`config.mk`:
```
export PLATFORM = sky130hd
export DESIGN_NAME = mux_scan_sequencer
export DESIGN_NICKNAME = d
export VERILOG_FILES = /design/src/rtl/mux_scan_sequencer.sv
export SDC_FILE = /design/constraint.sdc
export NUM_CORES = 1
export LEC_CHECK = 0
export ABC_AREA = 1
export BUFFER_PORTS_ARGS = -buffer_cell sky130_fd_sc_hd__buf_2
export CAP_MARGIN = 20
export CORE_ASPECT_RATIO = 0.9
export CORE_MARGIN = 3
export CORE_UTILIZATION = 25
export CTS_BUF_LIST = sky130_fd_sc_hd__clkbuf_4 sky130_fd_sc_hd__clkbuf_8
export DETAILED_ROUTE_END_ITERATION = 10
export SYNTH_ARGS = -nofsm -noshare
export SYNTH_HDL_FRONTEND = slang
export SYNTH_SLANG_ARGS = --single-unit
```
`constraint.sdc`:
```
create_clock -name clk -period 3.8 [get_ports clk]
set_input_delay 0.19 -clock clk [delete_from_list [all_inputs] [get_ports clk]]
set_output_delay 0.19 -clock clk [all_outputs]
set_load 0.005 [all_outputs]
```
`src/rtl/mux_scan_sequencer.sv`:
```
// Drives a 16:1 mux through channels 0..15, waits SETTLE cycles per channel,
// samples the mux output and publishes the 16 bits as one word with a valid strobe.
module mux_scan_sequencer #(
  parameter int unsigned SETTLE = 1
) (
  input  logic        clk,
  input  logic        rst_n,
  input  logic        start,
  input  logic        cont,
  input  logic        mux_out,
  output logic [3:0]  sel,
  output logic [15:0] word,
  output logic        valid,
  output logic        busy
);

  typedef enum logic [1:0] {
    S_IDLE,
    S_SETTLE,
    S_SAMPLE
  } state_t;

  localparam logic [7:0] CNT_LAST = 8'(SETTLE - 1);

  state_t      state_q, state_d;
  logic [3:0]  sel_q, sel_d;
  logic [7:0]  cnt_q, cnt_d;
  logic [14:0] shadow_q, shadow_d;
  logic [15:0] word_q, word_d;
  logic        valid_q, valid_d;
  logic        busy_q, busy_d;

  always_ff @(posedge clk or negedge rst_n) begin
    if (!rst_n) begin
      state_q  <= S_IDLE;
      sel_q    <= '0;
      cnt_q    <= '0;
      shadow_q <= '0;
      word_q   <= '0;
      valid_q  <= 1'b0;
      busy_q   <= 1'b0;
    end else begin
      state_q  <= state_d;
      sel_q    <= sel_d;
      cnt_q    <= cnt_d;
      shadow_q <= shadow_d;
      word_q   <= word_d;
      valid_q  <= valid_d;
      busy_q   <= busy_d;
    end
  end

  always_comb begin
    state_d  = state_q;
    sel_d    = sel_q;
    cnt_d    = cnt_q;
    shadow_d = shadow_q;
    word_d   = word_q;
    valid_d  = 1'b0;
    busy_d   = busy_q;
    case (state_q)
      S_IDLE: begin
        if (start) begin
          sel_d   = '0;
          cnt_d   = '0;
          busy_d  = 1'b1;
          state_d = S_SETTLE;
        end
      end
      S_SETTLE: begin
        if (cnt_q == CNT_LAST) begin
          cnt_d   = '0;
          state_d = S_SAMPLE;
        end else begin
          cnt_d = cnt_q + 8'd1;
        end
      end
      S_SAMPLE: begin
        if (sel_q != 4'hF) begin
          shadow_d[sel_q] = mux_out;
          sel_d           = sel_q + 4'd1;
          state_d         = S_SETTLE;
        end else begin
          // Channel 15 goes straight into the word, so the shadow only holds 0..14.
          word_d  = {mux_out, shadow_q};
          valid_d = 1'b1;
          sel_d   = '0;
          if (cont) begin
            state_d = S_SETTLE;
          end else begin
            busy_d  = 1'b0;
            state_d = S_IDLE;
          end
        end
      end
      default: state_d = S_IDLE;
    endcase
  end

  assign sel   = sel_q;
  assign word  = word_q;
  assign valid = valid_q;
  assign busy  = busy_q;

endmodule

```
==> summary.txt, run 1 <==
Routing
  • Initial DRC count: 77
  • Vias: 1,684
  • WL per Instance: 11.31 microns
  • Final WL: 4.525 mm
  • Via density per instance: 4.210
  • Post-route DRC: 0
  • First drt pass iteration count: 4
  • Post-route ant nets: 0

Logic synthesis
  • Mapped cell area: 0.002183 sq mm
  • Syn Area/Cell: 8.529 sq um
  • Largest cells by area after synthesis: dfrtp_1 (54%), nand2_1 (18%), nand4_1 (3.7%)
  • Top_reg_cell synth: dfrtp_1
  • Synth warnings: 0
  • Yosys top cell area share: 53.87%
  • Number of synthesized flops with an enable pin: 0
  • FF+latch count, synth: 47
  • Post-synthesis instance total: 256
  • Netlist cell types: 24
  • Largest area contributor in the netlist: dfrtp_1
  • Async SR Flop Fraction: 100.0%
  • Post-Syn Nets: 267
  • Top post-synthesis cells by count: nand2_1 (105), dfrtp_1 (47), inv_1 (14)
  • Register area share after synthesis: 53.87%
  • Count leader, synth: nand2_1

Global route
  • Antenna violations before repair: 0
  • Vias in the first global route: 1,640
  • First-pass GRT wire length: 7.859 mm
  • Largest net degree at the start of global routing: 48
  • Gr usage total: 9.919%
  • GRT overflow: 0

STA
  • Setup_tns: 0 ps
  • Slew HR: 75.40%
  • Least-Margin Pin Slew: 369.0 ps
  • F_max: 597.2 MHz
  • Hold slack: 126.1 ps
  • RSZ-0062 raised after global routing: false
  • Fin crit period: 1674 ps
  • Final hold viol count: 0
  • Final Setup Violations: 0
  • Clock Skew: 6.379 ps
  • Fin. max-slew vios: 0
  • Final worst path period share: 44.06%

Final layout
  • FILL cells: 852
  • Area grow syn2layout: 16.62%
  • Ant diodes: 0
  • Nets@finish: 296
  • Layout cells sized above 1: 15.79%

Worst setup path
  • WS Path Type: reg -> reg
  • CP max FO: 21
  • Crit path cell chain: ha_1 -> nand2_1 -> inv_1 -> nand3_4 -> clkinv_2 -> nand2_1 -> nand2_1
  • Crit path top cell by count: nand2_1
  • Max incr delay on CP: 440 ps
  • Req. time, crit path: 4000 ps
  • Worst Path Arrival: 1870 ps
  • Reg2reg path depth: 7
  • Slowest CP cell: dfrtp_1
  • Setup crit end kind: register
  • CP startpoint kind: register

CTS
  • CTS Root Cell: clkbuf_8
  • Post-CTS setup buffers: 0
  • Worst-Skew Late Latency: 300 ps
  • CTS H-tree depth: 2
  • Clock Pin Slew Worst Setup and Hold Paths: 90 ps
  • Cts hold-fix bufs: 0
  • CTS tree: done
  • PostCTS Resize Cnt: 0
  • Clk buf depth: 2
  • Clk sink count: 47
  • CTS buffer count: 5

Floorplanning
  • Die area: 0.009892 sq mm
  • Initial Utilization: 26.43%
  • Chip height: 94.66 microns
  • Die width: 104.5 microns
  • Std-Cell Rows: 31
  • Ports: 27
  • Core area: 0.008262 sq mm

Run
  • Max_cap viols: 0

Power and ir drop
  • Final Power: 1613 uW
  • Cell Pwr Density: 633.6 mW/mm^2
  • VDD IR-drop max: 0.1707 mV
  • P_leak: 0.001208 uW

Placed design
  • Post-DP HPWL: 3.252 mm
  • Port Buffers: 26
  • Routability Congestion: 0.7861

Status
  • Status: finished, final reports clean

Worst hold path
  • Hold Path Class: in -> reg
  • Hold Crit Depth: 3
-- final cells by class --
class	count	area [sq um]	share of cell area (%)
multi-input cells	183	883.3	34.69
clock inverters	2	37.54	1.474
clock buffers	5	68.82	2.703
repair buffers	28	160.2	6.290
well taps	115	143.9	5.651
inverters	20	76.32	2.998
flip-flops and latches	47	1176	46.19
-- layer usage --
layer	vias to the layer above	track usage [%]	wire (microns)
li1	883	-	-
met2	22	15.65	2010
met1	775	12.83	2218
met3	4	3.144	237
met4	0	3.654	59
met5	-	0	0
-- critical path: cells and delay by family (launching register included) --
family | cells | cell delay, ps
adder cells (fa/ha/maj) | 1 | 280
buffers and inverters | 2 | 320
flip-flops | 1 | 440
AND/OR/NAND/NOR | 4 | 520
-- logic make-up after synthesis --
group                      count (synthesis)  synth area share (%)
and+or+nand+nor                          149                 29.74
DFF                                       47                 53.87
AOI/OAI and AO/OA                         26                 6.476
buffers and inverters                     26                 5.673
adders and majority gates                  6                 3.438
xor gates and xnor gates                   2                0.8024
-- power breakdown --
part / total [uW] / switching, uW / internal [uW]
Sequential: 807 / 131 / 676
Clock: 356 / 164 / 192
Combinational: 450 / 267 / 184
Total: 1610 / 561 / 1050
-- worst paths after layout --
path	start	endpoint	slack [ps]
max	sel[0]	word[2]	2130
min	cont	busy	130
max reg2reg	sel[0]	word[2]	2130
min reg2reg	shadow_q[4]	word[4]	480
max in group asynchronous	rst_n	shadow_q[11]	2980
min in group asynchronous	rst_n	shadow_q[5]	330
-- through the flow --
| step | worst slack, ps | instances | utilization, % | instance area (sq um) |
|---|---|---|---|---|
| floorplan | 2458 | 256 | - | 2183 |
| global placement | 2177 | 391 | 29.17 | 2410 |
| detailed placement | 2103 | 391 | 29.17 | 2410 |
| CTS | 2096 | 398 | 30.46 | 2516 |
| global route | 1959 | 400 | 30.82 | 2546 |
| finish | 2126 | 400 | 30.82 | 2546 |
-- registers in the layout, indices dropped and copies added, names as in the netlist --
signal and count:
cnt_q 8, state_q 2, sel 4, shadow_q 15
word 16, valid 1, busy 1
-- layout by cell type, fill, tap and decap left out --
cell	count
a22oi_1	1
buf_12	1
buf_2	26
bufinv_16	1
clkbuf_8	5
clkinv_2	1
clkinvlp_4	1
dfrtp_1	47
dlygate4sd3_1	1
ha_1	6
inv_1	14
inv_2	5
nand2_1	105
nand3_1	13
nand3_4	1
nand4_1	13
nor2_1	13
nor2_2	1
nor2_4	1
nor2_8	1
nor3_1	1
o21ai_0	12
o21ai_1	10
o21ai_2	1
o21bai_1	2
xnor2_1	1
xor2_1	1
(Power assumes the default switching activity.)
==> run 2: changes to the inputs <==
==> constraint.sdc (replaced) <==
create_clock -name clk -period 1.38 [get_ports clk]
set_input_delay 0.069 -clock clk [delete_from_list [all_inputs] [get_ports clk]]
set_output_delay 0.069 -clock clk [all_outputs]
set_load 0.005 [all_outputs]
==> run 2 against run 1 <==
Against the previous run:
- register-to-register slack lost 2100 ps
- worst setup slack lost 2100 ps
- utilization grew 1.4 points
- routed wire length grew 2.7%
- critical path depth shrank 1
- count of clock-buffer cells in the layout grew 1
- non-clock buffer count grew 10
- critical endpoint is now shadow_q[8]
==> summary.txt, run 2 (synthesized netlist as in run 1, its figures left out) <==
Worst setup path
  • Worst Path Arrival: 1530 ps (was 1870 ps)
  • Crit path top cell by count: nand2_1 (unchanged)
  • CP startpoint kind: register (unchanged)
  • Slowest CP cell: dfrtp_1 (unchanged)
  • Crit path cell chain: buf_4 -> inv_1 -> ha_2 -> nand2_1 -> o21ai_0 -> nand2_1 (was ha_1 -> nand2_1 -> inv_1 -> nand3_4 -> clkinv_2 -> nand2_1 -> nand2_1)
  • CP max FO: 5 (was 21)
  • FF-to-FF End: shadow_q[8] (was word[2])
  • Register-to-register setup slack: 40 ps (was 2130 ps)
  • Reg2reg path depth: 6 (was 7)
  • Worst Path Buf+Inv: 2 (unchanged)
  • Top Family by Delay on Critical Path: flip-flops (was simple AND/OR/NAND/NOR gates)
  • Setup crit end kind: register (unchanged)
  • Req. time, crit path: 1570 ps (was 4000 ps)
  • Max incr delay on CP: 390 ps (was 440 ps)
  • WS Path Type: reg -> reg (unchanged)
  • R2r startpoint: sel[0] (unchanged)

Global route
  • GRT overflow: 0 (unchanged)
  • Largest net degree at the start of global routing: 30 (was 48)
  • Vias in the first global route: 1,700 (was 1,640)
  • First-pass GRT wire length: 8.045 mm (was 7.859 mm)
  • Antenna violations before repair: 0 (unchanged)
  • Gr usage total: 10.01% (was 9.919%)

CTS
  • CTS Root Cell: clkbuf_8 (unchanged)
  • CTS tree: done (unchanged)
  • Clk buf depth: 2 (unchanged)
  • Post-CTS setup buffers: 0 (unchanged)
  • Worst-Skew Late Latency: 300 ps (about the same)
  • CTS buffer count: 5 (unchanged)
  • CTS H-tree depth: 2 (unchanged)
  • Clk sink count: 47 (unchanged)
  • Clock Pin Slew Worst Setup and Hold Paths: 80 ps (was 90 ps)

Routing
  • Final WL: 4.646 mm (was 4.525 mm)
  • Post-route ant nets: 0 (unchanged)
  • Via density per instance: 4.243 (was 4.210)
  • WL per Instance: 11.30 microns (was 11.31 microns)
  • First drt pass iteration count: 4 (unchanged)
  • Vias: 1,744 (was 1,684)
  • Post-route DRC: 0 (unchanged)
  • Initial DRC count: 66 (was 77)

Final layout
  • Layout cells sized above 1: 20.61% (was 15.79%)
  • Nets@finish: 306 (was 296)
  • Largest register FFs: 16 (unchanged)
  • Most common cell after layout, fill and taps aside: nand2_1 (unchanged)
  • Ant diodes: 0 (unchanged)
  • Post-layout util: 32.26% (was 30.82%)
  • Commonest cells after routing, fill and taps aside: nand2_1 (103), dfrtp_1 (47), buf_2 (26) (was nand2_1 (105), dfrtp_1 (47), buf_2 (26))
  • Final instance area: 0.002665 sq mm (was 0.002546 sq mm)
  • Area grow syn2layout: 22.06% (was 16.62%)
  • FILL cells: 875 (was 852)

Placed design
  • Post-DP Area: 0.002505 sq mm (was 0.002410 sq mm)
  • Post-DP HPWL: 3.494 mm (was 3.252 mm)
  • Routability Congestion: 0.8225 (was 0.7861)
  • Port Buffers: 26 (unchanged)

STA
  • Fin. max-slew vios: 0 (unchanged)
  • Least-Margin Pin Slew: 458.4 ps (was 369.0 ps)
  • Final Setup Violations: 0 (unchanged)
  • Setup_tns: 0 ps (unchanged)
  • F_max: 748.3 MHz (was 597.2 MHz)
  • Final worst path period share: 96.84% (was 44.06%)
  • Hold slack: 16.04 ps (was 126.1 ps)
  • RSZ-0062 raised after global routing: true (was false)
  • Fin crit period: 1336 ps (was 1674 ps)
  • Slew HR: 69.44% (was 75.40%)
  • Clock Skew: 4.372 ps (was 6.379 ps)
  • Final hold viol count: 0 (unchanged)

Floorplanning
  • Chip height: 94.66 microns (unchanged)
  • Core area: 0.008262 sq mm (unchanged)
  • Ports: 27 (unchanged)
  • Die width: 104.5 microns (unchanged)
  • Die area: 0.009892 sq mm (unchanged)
  • Initial Utilization: 26.43% (unchanged)
  • Std-Cell Rows: 31 (unchanged)

Run
  • Max_cap viols: 0 (unchanged)

Power and ir drop
  • Pint: 3228 uW (was 1052 uW)
  • VDD IR-drop max: 0.7076 mV (was 0.1707 mV)
  • Cell Pwr Density: 1804 mW/mm^2 (was 633.6 mW/mm^2)
  • P_leak: 0.001271 uW (was 0.001208 uW)
  • Final Power: 4808 uW (was 1613 uW)
  • Logic pwr share: 30.3% (was 27.9%)
  • Sw frac: 32.86% (was 34.77%)
  • Psw: 1580 uW (was 561.0 uW)
  • Register share of total power: 44.8% (was 50.0%)
  • Clk network pwr share: 24.9% (was 22.1%)

Worst hold path
  • Min-Delay Startpoint: cont (unchanged)
  • WHS Endpoint: busy (unchanged)
  • Hold Path Class: in -> reg (unchanged)
  • Hold Crit Depth: 3 (unchanged)

Status
  • Status: finished, final reports clean (unchanged)
[run 2: how the worst max path moves through the flow]
stage           start           end  depth (start not counted)  slack, ps
2_1_floorplan  sel[0]      word[12]                          8         40
3_3_place_gp   sel[1]   shadow_q[9]                          6         30
3_5_place_dp   sel[0]   shadow_q[8]                          6        -20
4_1_cts        sel[0]   shadow_q[8]                          6          4
5_1_grt        sel[0]  shadow_q[12]                          6        -40
6_report       sel[0]   shadow_q[8]                          6         40
[run 2: routing by layer]
| layer | vias to the layer above | share of wire (%) | track usage, % |
|---|---|---|---|
| li1 | 899 | - | - |
| met1 | 817 | 49 | 12.54 |
| met2 | 26 | 46 | 16.88 |
| met3 | 2 | 4.8 | 3.281 |
| met4 | 0 | 0.45 | 2.326 |
| met5 | - | 0 | 0 |
[run 2: what timing repair did]
item	CTS	global route
endpoints found under the hold margin	18	0
resized for setup	1	5
endpoints found under the setup margin	3	20
pin swaps	0	0
hold buffers	1	0
[run 2: worst register-to-register path, stage by stage (launching register included)]
cell and delay, ps:
dfrtp_1 390, buf_4 150, inv_1 130, ha_2 250
nand2_1 80, o21ai_0 170, nand2_1 60
[run 2: area by class of cell]
class,instances,area (sq um),share of cell area [%]
multi-input combinational,183,895.9,33.61
clock inverter,2,60.06,2.254
timing repair buffer,38,235.2,8.826
sequential,47,1176,44.13
tap,115,143.9,5.399
clock buffer,6,76.32,2.864
inverter,20,77.57,2.911
[run 2: power groups by stage]
stage | Clock (uW) | Sequential (uW) | Combinational [uW]
final | 1200 | 2150 | 1460
after global routing | 1310 | 2220 | 1670
after floorplan | 0 | 2190 | 753
after global placement | 0 | 2180 | 1420
after CTS | 1230 | 2170 | 1470
after detailed placement | 0 | 2190 | 1460
[run 2: metrics by stage]
stage                     setup WS (ps)  std cells
after floorplan                   37.72        256
after global placement            32.10        402
after detailed placement         -22.39        402
after CTS                         4.169        411
after global routing             -40.06        411
final                             43.61        411
